**src/rtl/ps2_pkg.sv**
```systemverilog
// Shared PS/2 definitions: frame constants, key event type, transmitter FSM states
// and the frame/parity helpers.
package ps2_pkg;

  localparam logic [7:0] PS2_BREAK_PREFIX = 8'hF0;
  localparam int         PS2_FRAME_BITS   = 11;

  typedef struct packed {
    logic       brk;
    logic [7:0] scan;
  } ps2_evt_t;

  typedef enum logic [1:0] {
    IDLE   = 2'd0,
    PREFIX = 2'd1,
    FRAME  = 2'd2,
    GAP    = 2'd3
  } ps2_state_e;

  // Parity bit that makes data plus parity hold an odd number of ones.
  function automatic logic odd_parity(input logic [7:0] b);
    return ~^b;
  endfunction

  // Frame as shifted out LSB first: start, data[0..7], parity, stop.
  function automatic logic [10:0] frame_word(input logic [7:0] b);
    return {1'b1, odd_parity(b), b, 1'b0};
  endfunction

endpackage

```
**src/rtl/ps2_kbd_tx_if.sv**
```systemverilog
// Key event write port of the PS/2 keyboard transmitter.
interface ps2_kbd_tx_if;
  logic [8:0] data;
  logic       valid;
  logic       ready;

  modport master (output data, output valid, input ready);
  modport slave  (input data, input valid, output ready);
endinterface

```
**src/rtl/ps2_evt_fifo.sv**
```systemverilog
// Synchronous key event FIFO with push/pop, full/empty and occupancy count;
// refused pushes (full) and pops (empty) are ignored.
module ps2_evt_fifo
  import ps2_pkg::*;
#(
  parameter int DEPTH = 8
) (
  input  logic                       clk,
  input  logic                       rst,
  input  logic                       push,
  input  ps2_evt_t                   push_data,
  input  logic                       pop,
  output ps2_evt_t                   pop_data,
  output logic                       full,
  output logic                       empty,
  output logic [$clog2(DEPTH+1)-1:0] count
);

  localparam int PTR_W = $clog2(DEPTH);
  localparam int CNT_W = $clog2(DEPTH + 1);

  ps2_evt_t             mem_q [DEPTH];
  logic [PTR_W-1:0]     wr_ptr_q, wr_ptr_d;
  logic [PTR_W-1:0]     rd_ptr_q, rd_ptr_d;
  logic [CNT_W-1:0]     cnt_q, cnt_d;
  logic                 push_ok_s;
  logic                 pop_ok_s;

  assign full     = (cnt_q == CNT_W'(DEPTH));
  assign empty    = (cnt_q == '0);
  assign count    = cnt_q;
  assign pop_data = mem_q[rd_ptr_q];

  // Pointer and count update; pointers wrap naturally since DEPTH is a power of two.
  always_comb begin
    push_ok_s = push & ~full;
    pop_ok_s  = pop & ~empty;
    wr_ptr_d  = wr_ptr_q;
    rd_ptr_d  = rd_ptr_q;
    cnt_d     = cnt_q;
    if (push_ok_s) begin
      wr_ptr_d = wr_ptr_q + PTR_W'(1'b1);
    end else begin
      wr_ptr_d = wr_ptr_q;
    end
    if (pop_ok_s) begin
      rd_ptr_d = rd_ptr_q + PTR_W'(1'b1);
    end else begin
      rd_ptr_d = rd_ptr_q;
    end
    case ({push_ok_s, pop_ok_s})
      2'b10:   cnt_d = cnt_q + CNT_W'(1'b1);
      2'b01:   cnt_d = cnt_q - CNT_W'(1'b1);
      default: cnt_d = cnt_q;
    endcase
  end

  always_ff @(posedge clk) begin
    if (rst) begin
      wr_ptr_q <= '0;
      rd_ptr_q <= '0;
      cnt_q    <= '0;
    end else begin
      wr_ptr_q <= wr_ptr_d;
      rd_ptr_q <= rd_ptr_d;
      cnt_q    <= cnt_d;
    end
  end

  // Storage needs no reset: entries are only read once counted in.
  always_ff @(posedge clk) begin
    if (push_ok_s) begin
      mem_q[wr_ptr_q] <= push_data;
    end
  end

endmodule

```
**src/rtl/ps2_kbd_tx.sv**
```systemverilog
// Device-side PS/2 keyboard transmitter: buffers {break, scan} events and sends
// them as 11-bit frames, prefixing 0xF0 for key releases.
module ps2_kbd_tx
  import ps2_pkg::*;
#(
  parameter int CLK_DIV    = 50,
  parameter int GAP_BITS   = 2,
  parameter int FIFO_DEPTH = 8
) (
  input  logic         clk,
  input  logic         rst,
  ps2_kbd_tx_if.slave  evt,
  output logic         overflow,
  output logic         busy,
  output logic         ps2_clk,
  output logic         ps2_data
);

  localparam int DIV_W   = $clog2(2 * CLK_DIV);
  localparam int GAP_CYC = 2 * GAP_BITS * CLK_DIV;
  localparam int GAP_W   = $clog2(GAP_CYC + 1);
  localparam int CNT_W   = $clog2(FIFO_DEPTH + 1);

  localparam logic [DIV_W-1:0] DIV_LAST    = DIV_W'(2 * CLK_DIV - 1);
  localparam logic [DIV_W-1:0] CLK_HI_LAST = DIV_W'(CLK_DIV - 1);
  localparam logic [GAP_W-1:0] GAP_LAST    = GAP_W'(GAP_CYC - 1);
  localparam logic [3:0]       BIT_LAST    = 4'(PS2_FRAME_BITS - 1);

  ps2_state_e        state_q, state_d;
  logic [DIV_W-1:0]  div_q, div_d;
  logic [3:0]        bit_q, bit_d;
  logic [GAP_W-1:0]  gap_q, gap_d;
  logic [10:0]       shift_q, shift_d;
  logic              pend_q, pend_d;
  logic [7:0]        pend_scan_q, pend_scan_d;
  logic              clk_q, clk_d;
  logic              data_q, data_d;
  logic              busy_q, busy_d;
  logic              ready_q, ready_d;
  logic              ovf_q, ovf_d;

  logic              push_s;
  logic              pop_s;
  ps2_evt_t          head_s;
  logic              fifo_full_s;
  logic              fifo_empty_s;
  logic [CNT_W-1:0]  fifo_cnt_s;
  logic [CNT_W-1:0]  cnt_nxt_s;

  assign push_s    = evt.valid & ready_q & ~fifo_full_s;
  assign evt.ready = ready_q;
  assign overflow  = ovf_q;
  assign busy      = busy_q;
  assign ps2_clk   = clk_q;
  assign ps2_data  = data_q;

  ps2_evt_fifo #(.DEPTH(FIFO_DEPTH)) u_fifo (
    .clk       (clk),
    .rst       (rst),
    .push      (push_s),
    .push_data (ps2_evt_t'(evt.data)),
    .pop       (pop_s),
    .pop_data  (head_s),
    .full      (fifo_full_s),
    .empty     (fifo_empty_s),
    .count     (fifo_cnt_s)
  );

  // Frame sequencer: one bit period is 2*CLK_DIV cycles, clock high then low.
  always_comb begin
    state_d     = state_q;
    div_d       = div_q;
    bit_d       = bit_q;
    gap_d       = gap_q;
    shift_d     = shift_q;
    pend_d      = pend_q;
    pend_scan_d = pend_scan_q;
    clk_d       = clk_q;
    data_d      = data_q;
    pop_s       = 1'b0;
    case (state_q)
      IDLE: begin
        clk_d  = 1'b1;
        data_d = 1'b1;
        if (!fifo_empty_s) begin
          pop_s  = 1'b1;
          div_d  = '0;
          bit_d  = 4'd0;
          data_d = 1'b0;
          if (head_s.brk) begin
            state_d     = PREFIX;
            shift_d     = frame_word(PS2_BREAK_PREFIX);
            pend_d      = 1'b1;
            pend_scan_d = head_s.scan;
          end else begin
            state_d = FRAME;
            shift_d = frame_word(head_s.scan);
          end
        end else begin
          state_d = IDLE;
        end
      end
      PREFIX, FRAME: begin
        if (div_q == DIV_LAST) begin
          div_d = '0;
          clk_d = 1'b1;
          if (bit_q == BIT_LAST) begin
            state_d = GAP;
            gap_d   = '0;
            data_d  = 1'b1;
          end else begin
            bit_d   = bit_q + 4'd1;
            shift_d = {1'b1, shift_q[10:1]};
            data_d  = shift_q[1];
          end
        end else begin
          div_d = div_q + DIV_W'(1'b1);
          clk_d = (div_q < CLK_HI_LAST);
        end
      end
      GAP: begin
        if (gap_q == GAP_LAST) begin
          // The pending scan code after 0xF0 starts straight away, skipping IDLE.
          if (pend_q) begin
            state_d = FRAME;
            pend_d  = 1'b0;
            shift_d = frame_word(pend_scan_q);
            div_d   = '0;
            bit_d   = 4'd0;
            clk_d   = 1'b1;
            data_d  = 1'b0;
          end else begin
            state_d = IDLE;
          end
        end else begin
          gap_d = gap_q + GAP_W'(1'b1);
        end
      end
      default: begin
        state_d = IDLE;
        clk_d   = 1'b1;
        data_d  = 1'b1;
      end
    endcase
  end

  // Status flags track the FIFO occupancy that the coming edge will produce.
  always_comb begin
    case ({push_s, pop_s})
      2'b10:   cnt_nxt_s = fifo_cnt_s + CNT_W'(1'b1);
      2'b01:   cnt_nxt_s = fifo_cnt_s - CNT_W'(1'b1);
      default: cnt_nxt_s = fifo_cnt_s;
    endcase
    ready_d = (cnt_nxt_s != CNT_W'(FIFO_DEPTH));
    busy_d  = (state_d != IDLE) || (cnt_nxt_s != '0);
    ovf_d   = ovf_q | (evt.valid & ~ready_q);
  end

  always_ff @(posedge clk) begin
    if (rst) begin
      state_q     <= IDLE;
      div_q       <= '0;
      bit_q       <= 4'd0;
      gap_q       <= '0;
      shift_q     <= '1;
      pend_q      <= 1'b0;
      pend_scan_q <= 8'h00;
      clk_q       <= 1'b1;
      data_q      <= 1'b1;
      busy_q      <= 1'b0;
      ready_q     <= 1'b1;
      ovf_q       <= 1'b0;
    end else begin
      state_q     <= state_d;
      div_q       <= div_d;
      bit_q       <= bit_d;
      gap_q       <= gap_d;
      shift_q     <= shift_d;
      pend_q      <= pend_d;
      pend_scan_q <= pend_scan_d;
      clk_q       <= clk_d;
      data_q      <= data_d;
      busy_q      <= busy_d;
      ready_q     <= ready_d;
      ovf_q       <= ovf_d;
    end
  end

endmodule

```
**src/flat_wrapper.sv**
```systemverilog
// flat-port wrapper written by rule: the top's interface ports become plain ports
module ps2_kbd_tx_flat import ps2_pkg::*;
#(
  parameter int CLK_DIV    = 50,
  parameter int GAP_BITS   = 2,
  parameter int FIFO_DEPTH = 8
)
  (clk, rst, overflow, busy, ps2_clk, ps2_data, evt_data, evt_valid, evt_ready);
  ps2_kbd_tx_if evt_i ();
  input  logic clk;
  input  logic rst;
  output logic overflow;
  output logic busy;
  output logic ps2_clk;
  output logic ps2_data;
  input wire logic [$bits(evt_i.data)-1:0] evt_data;
  input wire logic [$bits(evt_i.valid)-1:0] evt_valid;
  output wire logic [$bits(evt_i.ready)-1:0] evt_ready;
  assign evt_i.data = evt_data;
  assign evt_i.valid = evt_valid;
  assign evt_ready = evt_i.ready;
  ps2_kbd_tx #(.CLK_DIV(CLK_DIV), .GAP_BITS(GAP_BITS), .FIFO_DEPTH(FIFO_DEPTH)) u_core (.clk(clk), .rst(rst), .evt(evt_i), .overflow(overflow), .busy(busy), .ps2_clk(ps2_clk), .ps2_data(ps2_data));
endmodule
```
**config.mk**
```make
export PLATFORM = sky130hd
export DESIGN_NAME = ps2_kbd_tx_flat
export DESIGN_NICKNAME = d
export VERILOG_FILES = /design/src/rtl/ps2_pkg.sv /design/src/rtl/ps2_kbd_tx_if.sv /design/src/rtl/ps2_evt_fifo.sv /design/src/rtl/ps2_kbd_tx.sv /design/src/flat_wrapper.sv
export SDC_FILE = /design/constraint.sdc
export NUM_CORES = 1
export LEC_CHECK = 0
export CAP_MARGIN = 20
export CORE_AREA = 2 2 97 99
export DETAILED_ROUTE_END_ITERATION = 8
export DIE_AREA = 0 0 99 101
export GPL_ROUTABILITY_DRIVEN = 0
export PLACE_DENSITY = 0.87
export SYNTH_ARGS = -nofsm -noshare
export SYNTH_HDL_FRONTEND = slang
export SYNTH_SLANG_ARGS = --single-unit
```
**constraint.sdc**
```tcl
create_clock -name clk -period 5.55 [get_ports clk]
set_clock_uncertainty 0.15 [all_clocks]
set_input_delay 1.3875 -clock clk [delete_from_list [all_inputs] [get_ports clk]]
set_output_delay 1.3875 -clock clk [all_outputs]
set_load 0.01 [all_outputs]
```
# Word-level counts from Yosys, hierarchy flattened
# Memory sizes are Yosys's and may differ from the RTL's. A register that Yosys moved wholly into a read port is not among the register bits.
# Cells that the tools add are included.
classes:
  add_sub_neg: 7
  magnitude_cmp: 1
  eq_ne: 20
  n_mux: 51
  bitwise_logic: 9
  n_reduce_logical: 18
ops:
  columns: ["cell", "count"]
  rows:
  - ["2-to-1 mux 11 bit", 5]
  - ["case mux 11 bit (3 select lines)", 1]
  - ["2-to-1 mux 7 bit", 4]
  - ["2-to-1 mux 8 bit", 3]
  - ["case mux 7 bit (3 select lines)", 1]
  - ["2-to-1 mux 4 bit", 5]
  - ["case mux 4 bit (2 select lines)", 2]
  - ["case mux 8 bit (2 select lines)", 1]
  - ["XNOR reduction 8 bit", 2]
  - ["2-to-1 mux 1 bit", 15]
  - ["2-to-1 mux 2 bit", 6]
  - ["case mux 4 bit (3 select lines)", 1]
  - ["2-to-1 mux 10 bit", 1]
  - ["inequality test 2 x 1 -> 1 bit (second input constant)", 5]
  - ["AND reduction 3 bit", 3]
  - ["adder 4 x 1 -> 4 bit (second input constant)", 2]
  - ["adder 8 x 1 -> 8 bit (second input constant)", 1]
  - ["== test 2 bit (second input constant)", 4]
  - ["== test 4 bit (second input constant)", 2]
  - ["== test 8 bit (second input constant)", 1]
  - ["AND reduction 4 bit", 2]
  - ["nonzero test 2 bit", 4]
  - ["adder 7 x 1 -> 7 bit (second input constant)", 1]
  - ["== test 7 bit (second input constant)", 1]
  - ["other kinds (20)", 33]
word_totals:
  regBits: 56
  mem_bits_rw: 72
  inputBits: 12
  elab_cells: 122
  memories: 1
mem_list:
  columns: ["memory", "depth", "word_bits", "rd", "rd_ports_with_merged_regs", "write_ports", "line_no", "source"]
  rows:
  - ["u_core.u_fifo.mem_q", 8, 9, 1, 1, 1, "ps2_evt_fifo.sv:22", "ps2_evt_t mem_q [DEPTH];"]

# Depth between registers and ports, before layout
depth:
  word_depth: 7
  ltp_mapped: 12

# Hierarchy
# From an unflattened synthesis, not the netlist that was laid out.
unflattened:
  cells_unflattened: 467
  hier_area_um2: 5968.2
modules_own_cells:
  columns: ["module", "instances", "cells_each", "area_per_inst_um2", "seq_area_each_um2"]
  rows:
  - ["ps2_evt_fifo", 1, 178, 3478.3, 2422.3]
  - ["ps2_kbd_tx", 1, 289, 2489.9, 880.8]

# Least setup slack after synthesis
# No wires, ideal clock.
synth_path:
  path_type: "in2reg"
  from: "in evt_valid"
  to: "mem u_core.u_fifo.mem_q[0][0] (netlist name) (enable)"
  setup_ps: 387
  arrival_ps: 2498
  required_ps: 5013
  setup_slack_ps: 2516
  path_stages: 4
  path_cell_list: "nand3_1 > inv_1 > nand2b_1 > nor3_1"
synth_between:
  elab_chain_len: 5
synth_rtl:
  columns: ["item", "line_no", "source"]
  rows:
  - ["start: declaration", "flat_wrapper.sv:17", "input wire logic [$bits(evt_i.valid)-1:0] evt_valid;"]
  - ["AND 1 bit (2 in a row)", "ps2_kbd_tx.sv:50", "assign push_s = evt.valid & ready_q & ~fifo_full_s;"]
  - ["AND 1 bit", "ps2_evt_fifo.sv:36", "push_ok_s = push & ~full;"]
  - ["via u_core.u_fifo.push_ok_s", "ps2_evt_fifo.sv:26", "logic push_ok_s;"]
  - ["2-to-1 mux 1 bit", "ps2_evt_fifo.sv:72", "if (push_ok_s) begin"]
  - ["2-to-1 mux 1 bit (not written as such)", "ps2_evt_fifo.sv:73", "mem_q[wr_ptr_q] <= push_data;"]
  - ["end: declaration", "ps2_evt_fifo.sv:22", null]
# The timed path passes the listed nets, and every way through them passes these cells.

# Final worst setup path
layout_path:
  from: "in evt_valid"
  to: "reg u_core.ready_q, in the netlist u_core.evt.ready"
layout_between:
  elab_chain_len: 5
  elab_cells_between_ends: 6
  classes_between: "eq/ne: 3; mux: 1; bitwise: 2"
layout_rtl:
  columns: ["item", "line_no", "source"]
  rows:
  - ["AND 1 bit (*) (2 in a row)", "ps2_kbd_tx.sv:50", null]
  - ["== test 2 x 1 -> 1 bit or == test 2 bit (tied branches)", "ps2_kbd_tx.sv:149", "case ({push_s, pop_s})"]
  - ["case mux 4 bit (2 select lines) (*)", "ps2_kbd_tx.sv:149", null]
  - ["inequality test 4 bit (*)", "ps2_kbd_tx.sv:154", "ready_d = (cnt_nxt_s != CNT_W'(FIFO_DEPTH));"]
  - ["end signal: assignment", "ps2_kbd_tx.sv:184", "ready_q <= ready_d;"]
  - ["end: declaration", "ps2_kbd_tx.sv:39", "logic ready_q, ready_d;"]
# Every way passes the cells marked *; elsewhere a longest branch is shown, timed or not.
# A chain may end at the register's enable or synchronous reset.

==> impl_metrics.py <==
metrics = {
    "status": {
        "status": "completed",
    },
    "critical_path": {
        "r2r_slack_ns": 2.49,
        "crit_fanout": 5,
        "crit_path_end": "u_core.evt.ready",
        "arrival_ns": 3.47,
        "setup.worst_path.end_class": "register",
        "cp_num_buf_inv": 2,
        "max_stage_delay_ns": 0.47,
        "crit_family": "buffers and inverters",
        "path_class": "input port to register",
        "required_ns": 5.82,
        "r2r-end": "u_core.shift_q[9]",
        "reg2reg_from": "u_core.div_q[0]",
        "cpMaxStageDelayCell": "clkdlybuf4s50_1",
        "reg2regPathDepth": 7,
        "crit_chain": "clkdlybuf4s50_1 > nand3_1 > inv_1 > ha_1 > nand4_1 > a211oi_1 > a21oi_1 > or3_1",
        "start_kind": "input port",
        "crit_start": "evt_valid",
        "cp.depth": 8,
    },
    "yosys": {
        "syn_avg_cell_area_sq_um": 12.7,
        "synth_edf_count": 72,
        "synth-compound-area-share_pct": 9.74,
        "ys_types": 49,
        "synth_fa_ha_area_share_pct": 3.03,
        "syn_area_sq_um": 5780,
        "synthXorXnorAreaFrac_pct": 4.70,
        "synth_mux_area_share_pct": 11.9,
        "synth_nets": 480,
        "synth_cells": 454,
        "yosysWarnings": 0,
        "synth_top_family_by_area": "multiplexers",
        "yosys.area_share.simple_pct": 10.4,
        "synth_seq_cells": 129,
        "synth_sequential_area_ratio_pct": 57.2,
        "async_flop_share_pct": 0,
        "ys.flop_type": "edfxtp_1",
    },
    "pwr": {
        "power_leakage_nw": 2.30,
        "p_per_area_nw_per_um2": 591,
        "power_w": 0.00388,
        "ir_drop_mv": 0.316,
    },
    "global_routing": {
        "grt_pass1_wl_mm": 18.8,
        "grt_pass1_vias": 3596,
        "gr-total-overflow": 0,
        "track_usage_pct": 25.1,
        "grt_max_degree": 28,
        "antenna_found_initial": 0,
    },
    "timing": {
        "rsz0062_at_grt": "false",
        "hold_slack_ns": 0.322,
        "relSlewSlack_pct": 29.9,
        "finalMaxSlewViolations": 0,
        "hold_viol_final": 0,
        "worstMarginPinSlew_ns": 1.05,
        "setup_violations": 0,
        "fin_crit_sh_pct": 57.6,
        "fmaxAchievable_mhz": 313,
        "fin_tns_setup_ns": 0,
        "min_period_ns": 3.20,
    },
    "cells_and_area": {
        "area_delta_synth_final_pct": 13.6,
        "drive_above_1_share_pct": 9.73,
        "layout.nets": 496,
        "antennaDiodeCount": 0,
        "filler_cell_count": 564,
    },
    "clock_tree": {
        "htree_levels": 4,
        "cts_sinks": 129,
        "insertion_delay_ns": 0.54,
        "clockBufferDepth": 2,
        "root_buffer": "clkbuf_8",
        "postCtsSetupBuffers": 0,
        "hold_buffers": 0,
        "numCtsBuffers": 17,
        "cts-resized-gates": 0,
        "cts_tree": "built",
        "clk_pin_slew_worst_paths_ns": 0.06,
    },
    "drt": {
        "wl_per_cell_um": 19.8,
        "viasPerCell": 6.21,
        "drt-initial-drc-count": 180,
        "routed_wl_mm": 11.8,
        "vias": 3691,
        "detail_route.first_pass.iterations": 5,
        "drc": 0,
        "ant_nets": 0,
    },
    "die": {
        "die_h_um": 101,
        "row_count": 35,
        "dieArea_sq_um": 10000,
        "initial_core_util_pct": 64.4,
        "die_w_um": 99,
        "core-area_sq_um": 8980,
        "io_pins": 17,
    },
    "flow_run": {
        "maxCapViolCount": 0,
    },
    "worst_hold_path": {
        "min_from": "u_core.shift_q[4]",
        "holdCritPathClass": "register to register",
    },
    "placed_design": {
        "port_buffers": 16,
        "hpwl_mm": 7.84,
    },
}
-- synth_stat cells, types with 2 or more instances --
cell / number / share of area, %
a211o_1: 9 / 1.4
a211oi_1: 13 / 1.7
a21o_1: 4 / 0.52
a21oi_1: 27 / 2.3
a221oi_1: 5 / 0.76
a22oi_1: 5 / 0.65
a31oi_1: 2 / 0.22
and2_1: 2 / 0.22
and3_1: 2 / 0.22
buf_2: 3 / 0.26
buf_4: 2 / 0.26
clkbuf_1: 16 / 1.0
dfxtp_1: 57 / 20
edfxtp_1: 72 / 37
ha_1: 14 / 3.0
inv_1: 15 / 0.97
mux2_2: 4 / 0.78
mux2i_1: 8 / 1.4
mux2i_4: 4 / 1.6
mux4_1: 18 / 8.2
nand2_1: 21 / 1.4
nand2b_1: 6 / 0.65
nand3_1: 7 / 0.61
nand4_1: 8 / 0.87
nor2_1: 55 / 3.6
nor2b_1: 3 / 0.32
nor3_1: 8 / 0.69
o21ai_0: 5 / 0.43
o31ai_1: 3 / 0.39
or3_1: 8 / 0.87
xnor2_1: 18 / 2.7
xor2_1: 13 / 2.0
-- layer usage --
layer / vias to the layer above / share of wire (%) / track usage [%]
li1: 1745 / - / -
met1: 1817 / 41 / 30.5
met2: 113 / 52 / 43.6
met3: 16 / 5.0 / 6.59
met4: 0 / 1.7 / 8.75
met5: - / 0 / 0
-- state kept, by name, indices dropped and copies added, names as in the netlist, named ones only --
| register | flops |
|---|---|
| u_core.u_fifo.mem_q | 72 |
| u_core.shift_q | 9 |
| u_core.gap_q | 8 |
| u_core.pend_scan_q | 8 |
| u_core.div_q | 7 |
| u_core.bit_q | 4 |
| u_core.u_fifo.count | 4 |
| u_core.u_fifo.rd_ptr_q | 3 |
| u_core.u_fifo.wr_ptr_q | 3 |
| u_core.state_q | 2 |
| u_core.busy | 1 |
| u_core.evt.ready | 1 |
| u_core.overflow | 1 |
| u_core.pend_q | 1 |
| u_core.ps2_clk | 1 |
| u_core.ps2_data | 1 |
-- per-stage QoR --
| stage | worst slack (ns) | instance area (sq um) | instances | util, % |
|---|---|---|---|---|
| after global placement | 1.78 | 5970 | 560 | 66.5 |
| after detailed placement | 1.58 | 5970 | 560 | 66.5 |
| after floorplan | 2.52 | 5780 | 454 | - |
| after global routing | 2.12 | 6560 | 594 | 73.1 |
| final | 2.35 | 6560 | 594 | 73.1 |
| after CTS | 2.07 | 6550 | 592 | 73.0 |
-- cells in the final DEF, fill, tap and decap left out, types with 2 or more instances in the layout --
cell type        count
or3_1                8
inv_6                3
buf_4                2
a21oi_1             27
a211o_1              9
nand2_1             21
edfxtp_1            72
inv_8                6
nor2b_1              3
and3_1               2
inv_1               15
nor2_1              55
ha_1                14
o21ai_0              5
a211oi_1            13
nand2b_1             6
mux2i_1              8
nor3_1               8
xor2_1              13
clkinv_4             2
xnor2_1             18
a21o_1               4
mux2i_4              4
clkbuf_16           16
a31oi_1              2
nand3_1              7
and2_1               2
a221oi_1             5
o31ai_1              3
mux2_2               4
clkinvlp_4           3
dfxtp_1             57
mux4_1              18
clkdlybuf4s50_1     16
nand4_1              8
a22oi_1              5
-- how the worst min path moves through the flow --
stage / endpoint / cells after the start
after global placement: u_core.shift_q[2] / 1
after detailed placement: u_core.shift_q[4] / 1
after CTS: u_core.shift_q[4] / 1
after floorplan: u_core.shift_q[6] / 1
final: u_core.shift_q[4] / 1
after global routing: u_core.shift_q[8] / 1
-- worst reg2reg max path, cell delays in order, from the launching register on --
cell and delay [ns]:
dfxtp_1 0.39, ha_1 0.24, nand4b_1 0.19, o41ai_1 0.61, nand3_1 0.72, a21oi_1 0.37, o31ai_1 0.12, a21o_1 0.18
-- kinds of logic (layout without fill, tap and decap cells) --
| group | Yosys count | count (layout) |
|---|---|---|
| AOI/OAI and AO/OA | 81 | 81 |
| xor gates and xnor gates | 31 | 31 |
| adders and majority gates | 14 | 14 |
| buffers and inverters | 38 | 67 |
| DFF | 129 | 129 |
| muxes | 34 | 34 |
| and+or+nand+nor | 127 | 127 |
-- where the power goes --
group / internal, W / switching (W) / total (W)
sequential: 0.00116 / 0.000145 / 0.00131
combinational: 0.000644 / 0.000847 / 0.00149
clock: 0.000616 / 0.000463 / 0.00108
-- final cells by class --
class / instances / area (sq um) / share of cell area, %
clock buffer: 17 / 414 / 6.31
clock inverter: 15 / 164 / 2.50
inverter: 15 / 56.3 / 0.858
multi-input combinational: 287 / 2300 / 35.0
sequential: 129 / 3300 / 50.3
tap: 111 / 139 / 2.12
timing repair buffer: 20 / 188 / 2.86
No activity file was read; power rests on OpenSTA's default activity.
